--- config.mk ---
export PLATFORM = sky130hd
export DESIGN_NAME = dma_axi_rd_resp
export DESIGN_NICKNAME = d
export VERILOG_FILES = /design/src/rtl/dma_axi_rd_resp.sv
export SDC_FILE = /design/constraint.sdc
export NUM_CORES = 1
export LEC_CHECK = 0
export ABC_AREA = 0
export CAP_MARGIN = 30
export CORE_AREA = 2 2 155 157
export DETAILED_ROUTE_END_ITERATION = 10
export DIE_AREA = 0 0 157 159
export SYNTH_ARGS = -nofsm -noshare
export SYNTH_HDL_FRONTEND = slang
export SYNTH_SLANG_ARGS = --single-unit
export TNS_END_PERCENT = 30
--- constraint.sdc ---
create_clock -name clk -period 2.7 [get_ports clk]
set_clock_uncertainty 0.15 [all_clocks]
set_input_delay 0.54 -clock clk [delete_from_list [all_inputs] [get_ports clk]]
set_output_delay 0.54 -clock clk [all_outputs]
set_load 0.02 [all_outputs]
--- src/rtl/dma_axi_rd_resp.sv ---
// AXI read-channel responder: queues AR requests, streams INCR bursts out of a 1-cycle-latency SRAM.
// Optional RD_ERR_CHK_EN: out-of-range addresses return SLVERR beats with zero data and no SRAM reads.
`ifndef ID_WIDTH
`define ID_WIDTH 4
`endif
`ifndef ADDR_WIDTH
`define ADDR_WIDTH 32
`endif
`ifndef AXI_DATA_WIDTH
`define AXI_DATA_WIDTH 32
`endif

module dma_axi_rd_resp #(
    parameter int ID_WIDTH   = `ID_WIDTH,
    parameter int ADDR_WIDTH = `ADDR_WIDTH,
    parameter int DATA_WIDTH = `AXI_DATA_WIDTH,
    parameter int MEM_AW     = 10,
    parameter int AR_DEPTH   = 4
) (
    input  logic                  clk,
    input  logic                  rst_n,
    input  logic [ID_WIDTH-1:0]   S_AXI_ARID,
    input  logic [ADDR_WIDTH-1:0] S_AXI_ARADDR,
    input  logic [7:0]            S_AXI_ARLEN,
    input  logic                  S_AXI_ARVALID,
    output logic                  S_AXI_ARREADY,
    output logic [ID_WIDTH-1:0]   S_AXI_RID,
    output logic [DATA_WIDTH-1:0] S_AXI_RDATA,
    output logic [1:0]            S_AXI_RRESP,
    output logic                  S_AXI_RLAST,
    output logic                  S_AXI_RVALID,
    input  logic                  S_AXI_RREADY,
    output logic                  mem_rd_en,
    output logic [MEM_AW-1:0]     mem_addr,
    input  logic [DATA_WIDTH-1:0] mem_rdata
);
    localparam int OFF    = $clog2(DATA_WIDTH / 8);
    localparam int QAW    = $clog2(AR_DEPTH);
    localparam int STAGES = 1;

    typedef struct packed {
        logic [ID_WIDTH-1:0]   id;
        logic [ADDR_WIDTH-1:0] addr;
        logic [7:0]            len;
    } ar_req_t;

    typedef struct packed {
        logic [ID_WIDTH-1:0]   id;
        logic [DATA_WIDTH-1:0] data;
        logic [1:0]            resp;
        logic                  last;
    } r_beat_t;

    typedef struct packed {
        logic [ID_WIDTH-1:0] id;
        logic                last;
        logic                err;
    } tag_t;

    typedef enum logic {IDLE, BURST} state_t;

    // ---------------- AR queue ----------------
    ar_req_t [AR_DEPTH-1:0] aq_mem;
    ar_req_t                aq_in, head;
    logic [QAW-1:0]         aq_wp, aq_rp;
    logic [QAW:0]           aq_cnt;
    logic                   aq_full, aq_empty, aq_push, aq_pop;

    assign aq_in         = '{id: S_AXI_ARID, addr: S_AXI_ARADDR, len: S_AXI_ARLEN};
    assign aq_full       = (aq_cnt == (QAW+1)'(AR_DEPTH));
    assign aq_empty      = (aq_cnt == '0);
    assign S_AXI_ARREADY = !aq_full;
    assign aq_push       = S_AXI_ARVALID && !aq_full;
    assign head          = aq_mem[aq_rp];

    always_ff @(posedge clk or negedge rst_n) begin
        if (!rst_n) begin
            aq_mem <= '0;
            aq_wp  <= '0;
            aq_rp  <= '0;
            aq_cnt <= '0;
        end else begin
            if (aq_push) begin
                aq_mem[aq_wp] <= aq_in;
                aq_wp         <= aq_wp + QAW'(1);
            end
            if (aq_pop)
                aq_rp <= aq_rp + QAW'(1);
            aq_cnt <= aq_cnt + (QAW+1)'(aq_push) - (QAW+1)'(aq_pop);
        end
    end

    logic head_err;
    logic unused_addr_bits;
`ifdef RD_ERR_CHK_EN
    assign head_err = |head.addr[ADDR_WIDTH-1:MEM_AW+OFF];
`else
    assign head_err = 1'b0;
`endif
    // Upper bits only matter with the range check; byte-offset bits never do.
    assign unused_addr_bits = ^{head.addr[ADDR_WIDTH-1:MEM_AW+OFF], head.addr[OFF-1:0]};

    // ---------------- burst engine ----------------
    state_t              state;
    logic [MEM_AW-1:0]   cur_addr;
    logic [7:0]          beat_cnt;
    logic [ID_WIDTH-1:0] cur_id;
    logic                cur_err;
    logic                issue, credit, r_pop;
    logic [1:0]          rb_cnt;
    logic [STAGES:1]     vld_q;
    logic [STAGES:0]     vld_pipe;
    tag_t                tag_s0, tag_q;

    assign r_pop = S_AXI_RVALID && S_AXI_RREADY;
    // Buffered + in-flight beats, less the one leaving this cycle, must stay under the 2 buffer slots.
    assign credit   = (3'(rb_cnt) + 3'(vld_q[STAGES])) < (3'd2 + 3'(r_pop));
    assign aq_pop   = (state == IDLE) && !aq_empty;
    assign issue    = (state == BURST) && credit;
    assign vld_pipe = {vld_q, issue};
    assign tag_s0   = '{id: cur_id, last: (beat_cnt == 8'd0), err: cur_err};

    assign mem_rd_en = issue && !cur_err;
    assign mem_addr  = cur_addr;

    always_ff @(posedge clk or negedge rst_n) begin
        if (!rst_n) begin
            state    <= IDLE;
            cur_addr <= '0;
            beat_cnt <= '0;
            cur_id   <= '0;
            cur_err  <= 1'b0;
        end else begin
            case (state)
                IDLE: begin
                    if (!aq_empty) begin
                        cur_id   <= head.id;
                        cur_addr <= head.addr[OFF +: MEM_AW];
                        beat_cnt <= head.len;
                        cur_err  <= head_err;
                        state    <= BURST;
                    end
                end
                BURST: begin
                    if (issue) begin
                        cur_addr <= cur_addr + MEM_AW'(1);
                        beat_cnt <= beat_cnt - 8'd1;
                        if (beat_cnt == 8'd0)
                            state <= IDLE;
                    end
                end
                default: state <= IDLE;
            endcase
        end
    end

    always_ff @(posedge clk or negedge rst_n) begin
        if (!rst_n) begin
            vld_q <= '0;
            tag_q <= '0;
        end else begin
            vld_q <= vld_pipe[STAGES-1:0];
            tag_q <= tag_s0;
        end
    end

    // ---------------- R skid buffer ----------------
    r_beat_t [1:0] rb_mem;
    r_beat_t       rb_wr, rb_head;
    logic          rb_wp, rb_rp;

    always_comb begin
        rb_wr.id   = tag_q.id;
        rb_wr.last = tag_q.last;
        rb_wr.data = tag_q.err ? '0 : mem_rdata;
        rb_wr.resp = tag_q.err ? 2'b10 : 2'b00;
    end

    always_ff @(posedge clk or negedge rst_n) begin
        if (!rst_n) begin
            rb_mem <= '0;
            rb_wp  <= 1'b0;
            rb_rp  <= 1'b0;
            rb_cnt <= '0;
        end else begin
            if (vld_q[STAGES]) begin
                rb_mem[rb_wp] <= rb_wr;
                rb_wp         <= ~rb_wp;
            end
            if (r_pop)
                rb_rp <= ~rb_rp;
            rb_cnt <= rb_cnt + 2'(vld_q[STAGES]) - 2'(r_pop);
        end
    end

    assign rb_head      = rb_mem[rb_rp];
    assign S_AXI_RVALID = (rb_cnt != 2'd0);
    assign S_AXI_RID    = rb_head.id;
    assign S_AXI_RDATA  = rb_head.data;
    assign S_AXI_RRESP  = rb_head.resp;
    assign S_AXI_RLAST  = rb_head.last;

endmodule

==> impl_results.md, run 1 <==
* Status: finished, final reports clean
* YS warnings at 0
* Max Root-Sink Buffers at 3
* I/O pin count at around 130
* Worst setup EP type: primary output
* CTS tree: yes
* Root Driver: clkbuf_16
* Largest net degree at the start of global routing at 66
* Filler Cell Count at 1994
* Worst Path Max Fanout at 37
* Finished Core Util at approximately half
* Die footprint at about 0.025 mm²
* H-tree Lvls at 1
* Reg2Reg Launch Point: aq_cnt[1]
* Setup-failing EPs final at 0
* Die X at about 160 µm
* Core Area at between 0.02 and 0.025 mm²
* Hpwl dp at approximately 13 mm
* Ys async rst share at between 90% and 100%
* DR DRC count at 0
* Synth cell types at 54
* Cell taking the most area after synthesis: dfrtp_1
* Type of the worst min-delay path: register to register
* CTS sink count at about 200
* Fmax at 387 MHz
* Congestion Overflow GR at 0
* Via Count at 5619
* Synth Instances at 634
* Vias/cell at around 5.1
* Syn Area/Cell at 14.4 µm²
* Top_reg_cell synth: dfrtp_1
* CP delay by family, top: buffers and inverters
* Crit. path cell count at 3
* MaxCap Viol Count at 0
* First-pass GRT wire length at roughly 32 mm
* Post-synth EDFFs at 0
* Post-CTS setup buffers at 0
* Reg2reg end: aq_cnt[2]
* Antenna-violating nets left at 0
* Wirelength per Cell at around 18 µm
* Setup Slack @ Placement at -0.152 ns
* Share of cells above drive strength 1 at between 30 and 40%
* Clock-pin slew on the worst setup and hold paths at about 0.060 ns
* I/O Buffers at ~110
* Final min period at 2.58 ns
* Area fraction of the dominant cell type after synthesis at between 50% and 60%
* Rows at 56
* Worst slew pin tran at 0.548 ns
* Final Worst Setup Slack at 0.116 ns
* WP buf/inv at 2
* Routed WL at 20.1 mm
* Fin crit share at 95.7%
* Ranking of synthesized cells by area: dfrtp_1 55%, mux2_2 25%, mux4_2 4.7%
* Synth cell count leaders: 206 x mux2_2, 202 x dfrtp_1, 23 x nand2_1
* FF-to-FF path depth at 10
* Worst Path Arrival at 1.89 ns
* Slew Viols, Final at 0
* Critical-path top delay cell: dfrtp_1
* Vias in the first global route at 6095
* Syn-to-layout area delta at 25.4%
* Crit-path cells: buf_12 -> mux2_2 -> dlygate4sd2_1
* Initial antenna violation count at 0
* Critical path origin: rb_rp
* Post-route cell area at 0.0114 mm²
* Crit path kind: register to primary output
* Final Hold Vio Count at 0
* #FFs+latches synth at 202
* PD cells at about 1400 mW/mm²
* Critical path capture point: S_AXI_RDATA[28]
* DRT iter0 DRCs at approximately 210
* Initial Util at approximately 39%
* Placed Area at 0.0107 mm²
* Startpoint Class: register
* GRT Total Usage at between 10% and 20%
* Post-Syn Area at between 0.009 and 0.01 mm²
* Slew margin rel. at 63.5%
* TritonCTS Buffers at 23
* Reg2reg setup slack at 0.29 ns
* RSZ-0062 raised after global routing: false
* Hold WS at about 0.22 ns
* Count leader, synth: mux2_2
* CP required at ~2.0 ns
* P_leak at 4.92 nW
* 1st-pass router iterations at 4
* Die height at between 150 and 200 µm
* GP Congestion at around 0.8
* N_diodes at 0
* Worst-Skew Late Latency at 0.52 ns
* Worst IR drop on VDD at between 0.0004 and 0.0005 V
* Crit path largest cell delay at roughly 0.4 ns
* Sequential share of the synthesized area at 55.4%
* Final nets at 850
## cells by family (layout without fill, tap and decap cells)
group,count (synthesis),count (layout),synth area share [%]
AO/OA/AOI/OAI,51,51,4.31
XOR/XNOR,9,9,0.864
adder cells (fa/ha/maj),13,13,1.87
buffers and inverters,52,190,2.51
flip-flops,202,202,55.4
multiplexers,232,232,30.9
other,1,2,0.0411
AND/OR/NAND/NOR,74,74,4.11
## per-layer routing
| metal | part of all wire [%] | vias to the layer above | wire [µm] | GRT usage (%) |
|---|---|---|---|---|
| met5 | 0 | - | 0 | 0 |
| li1 | - | 2564 | - | - |
| met1 | 45 | 2872 | 9140 | 21.8 |
| met3 | 5.6 | 40 | 1140 | 3.59 |
| met4 | 2.7 | 0 | 537 | 5.09 |
| met2 | 46 | 143 | 9300 | 26.7 |
## metrics by stage
stage	setup TNS (ns)	power, mW	std cells
floorplan	0	10.2	635
global placement	-0.105	12.5	1050
detailed placement	-0.152	12.8	1050
CTS	0	15.7	1092
global route	0	16.5	1092
finish	0	15.5	1092
## where the power goes
part	switching (mW)	internal (mW)	total, mW
sequential	0.882	4.57	5.46
combinational	3.25	3.69	6.94
clock	1.23	1.88	3.11
total	5.36	10.1	15.5
## sequential cells by signal, indices dropped and copies added (netlist names)
name	flops
aq_mem	88
rb_mem	74
mem_addr	10
beat_cnt	8
rb_wr	5
cur_id	4
aq_cnt	3
aq_rp	2
aq_wp	2
rb_cnt	2
rb_rp	1
rb_wp	1
state	1
vld_q	1
## what timing repair did
action	in CTS	in global routing
endpoints found under the hold margin	45	0
setup endpoints to repair	38	1
pin swaps	0	1
resized for setup	41	4
hold buffers	1	0
## worst min path at each step
stage / from / endpoint / slack [ns] / cells after the start
finish: cur_id[1] / rb_wr[36] / 0.22 / 0
global route: cur_id[1] / rb_wr[36] / 0.25 / 0
CTS: cur_id[1] / rb_wr[36] / 0.22 / 0
detailed placement: cur_id[1] / rb_wr[36] / 0.21 / 0
global placement: cur_id[0] / rb_wr[35] / 0.21 / 0
floorplan: rst_n / aq_cnt[0] / 0.09 / 0
## final cells by class
cell class	instances	area (µm²)	share of cell area [%]
sequential	202	5050	44.2
multi-input combinational	381	3860	33.7
timing repair buffer	131	1310	11.4
clock buffer	28	604	5.28
tap	319	399	3.49
clock inverter	13	149	1.30
inverter	18	67.6	0.591
## placed cells by master, fill, tap and decap left out, drive strengths merged, types with 4 or more instances in the layout
master,netlist,routed
mux2,206,206
dfrtp,202,202
clkdlybuf4s50,0,68
dlygate4sd2,0,37
clkbuf,13,30
nand2,23,23
buf,21,23
mux4,19,19
inv,17,18
nor2,13,13
ha,12,12
a31oi,10,10
xnor2,8,8
clkinv,1,8
nor3,7,7
mux2i,7,7
o21ai,7,7
and2,7,7
and3,5,5
a21oi,5,5
o221a,4,4
Note: power is estimated with default switching activity, not from simulation.
==> run 2, diff against run 1 <==
- GPL_ROUTABILITY_DRIVEN: unset -> 0
==> results of run 2 <==
No change in the layout: final DEF, timing and power equal those of run 1.
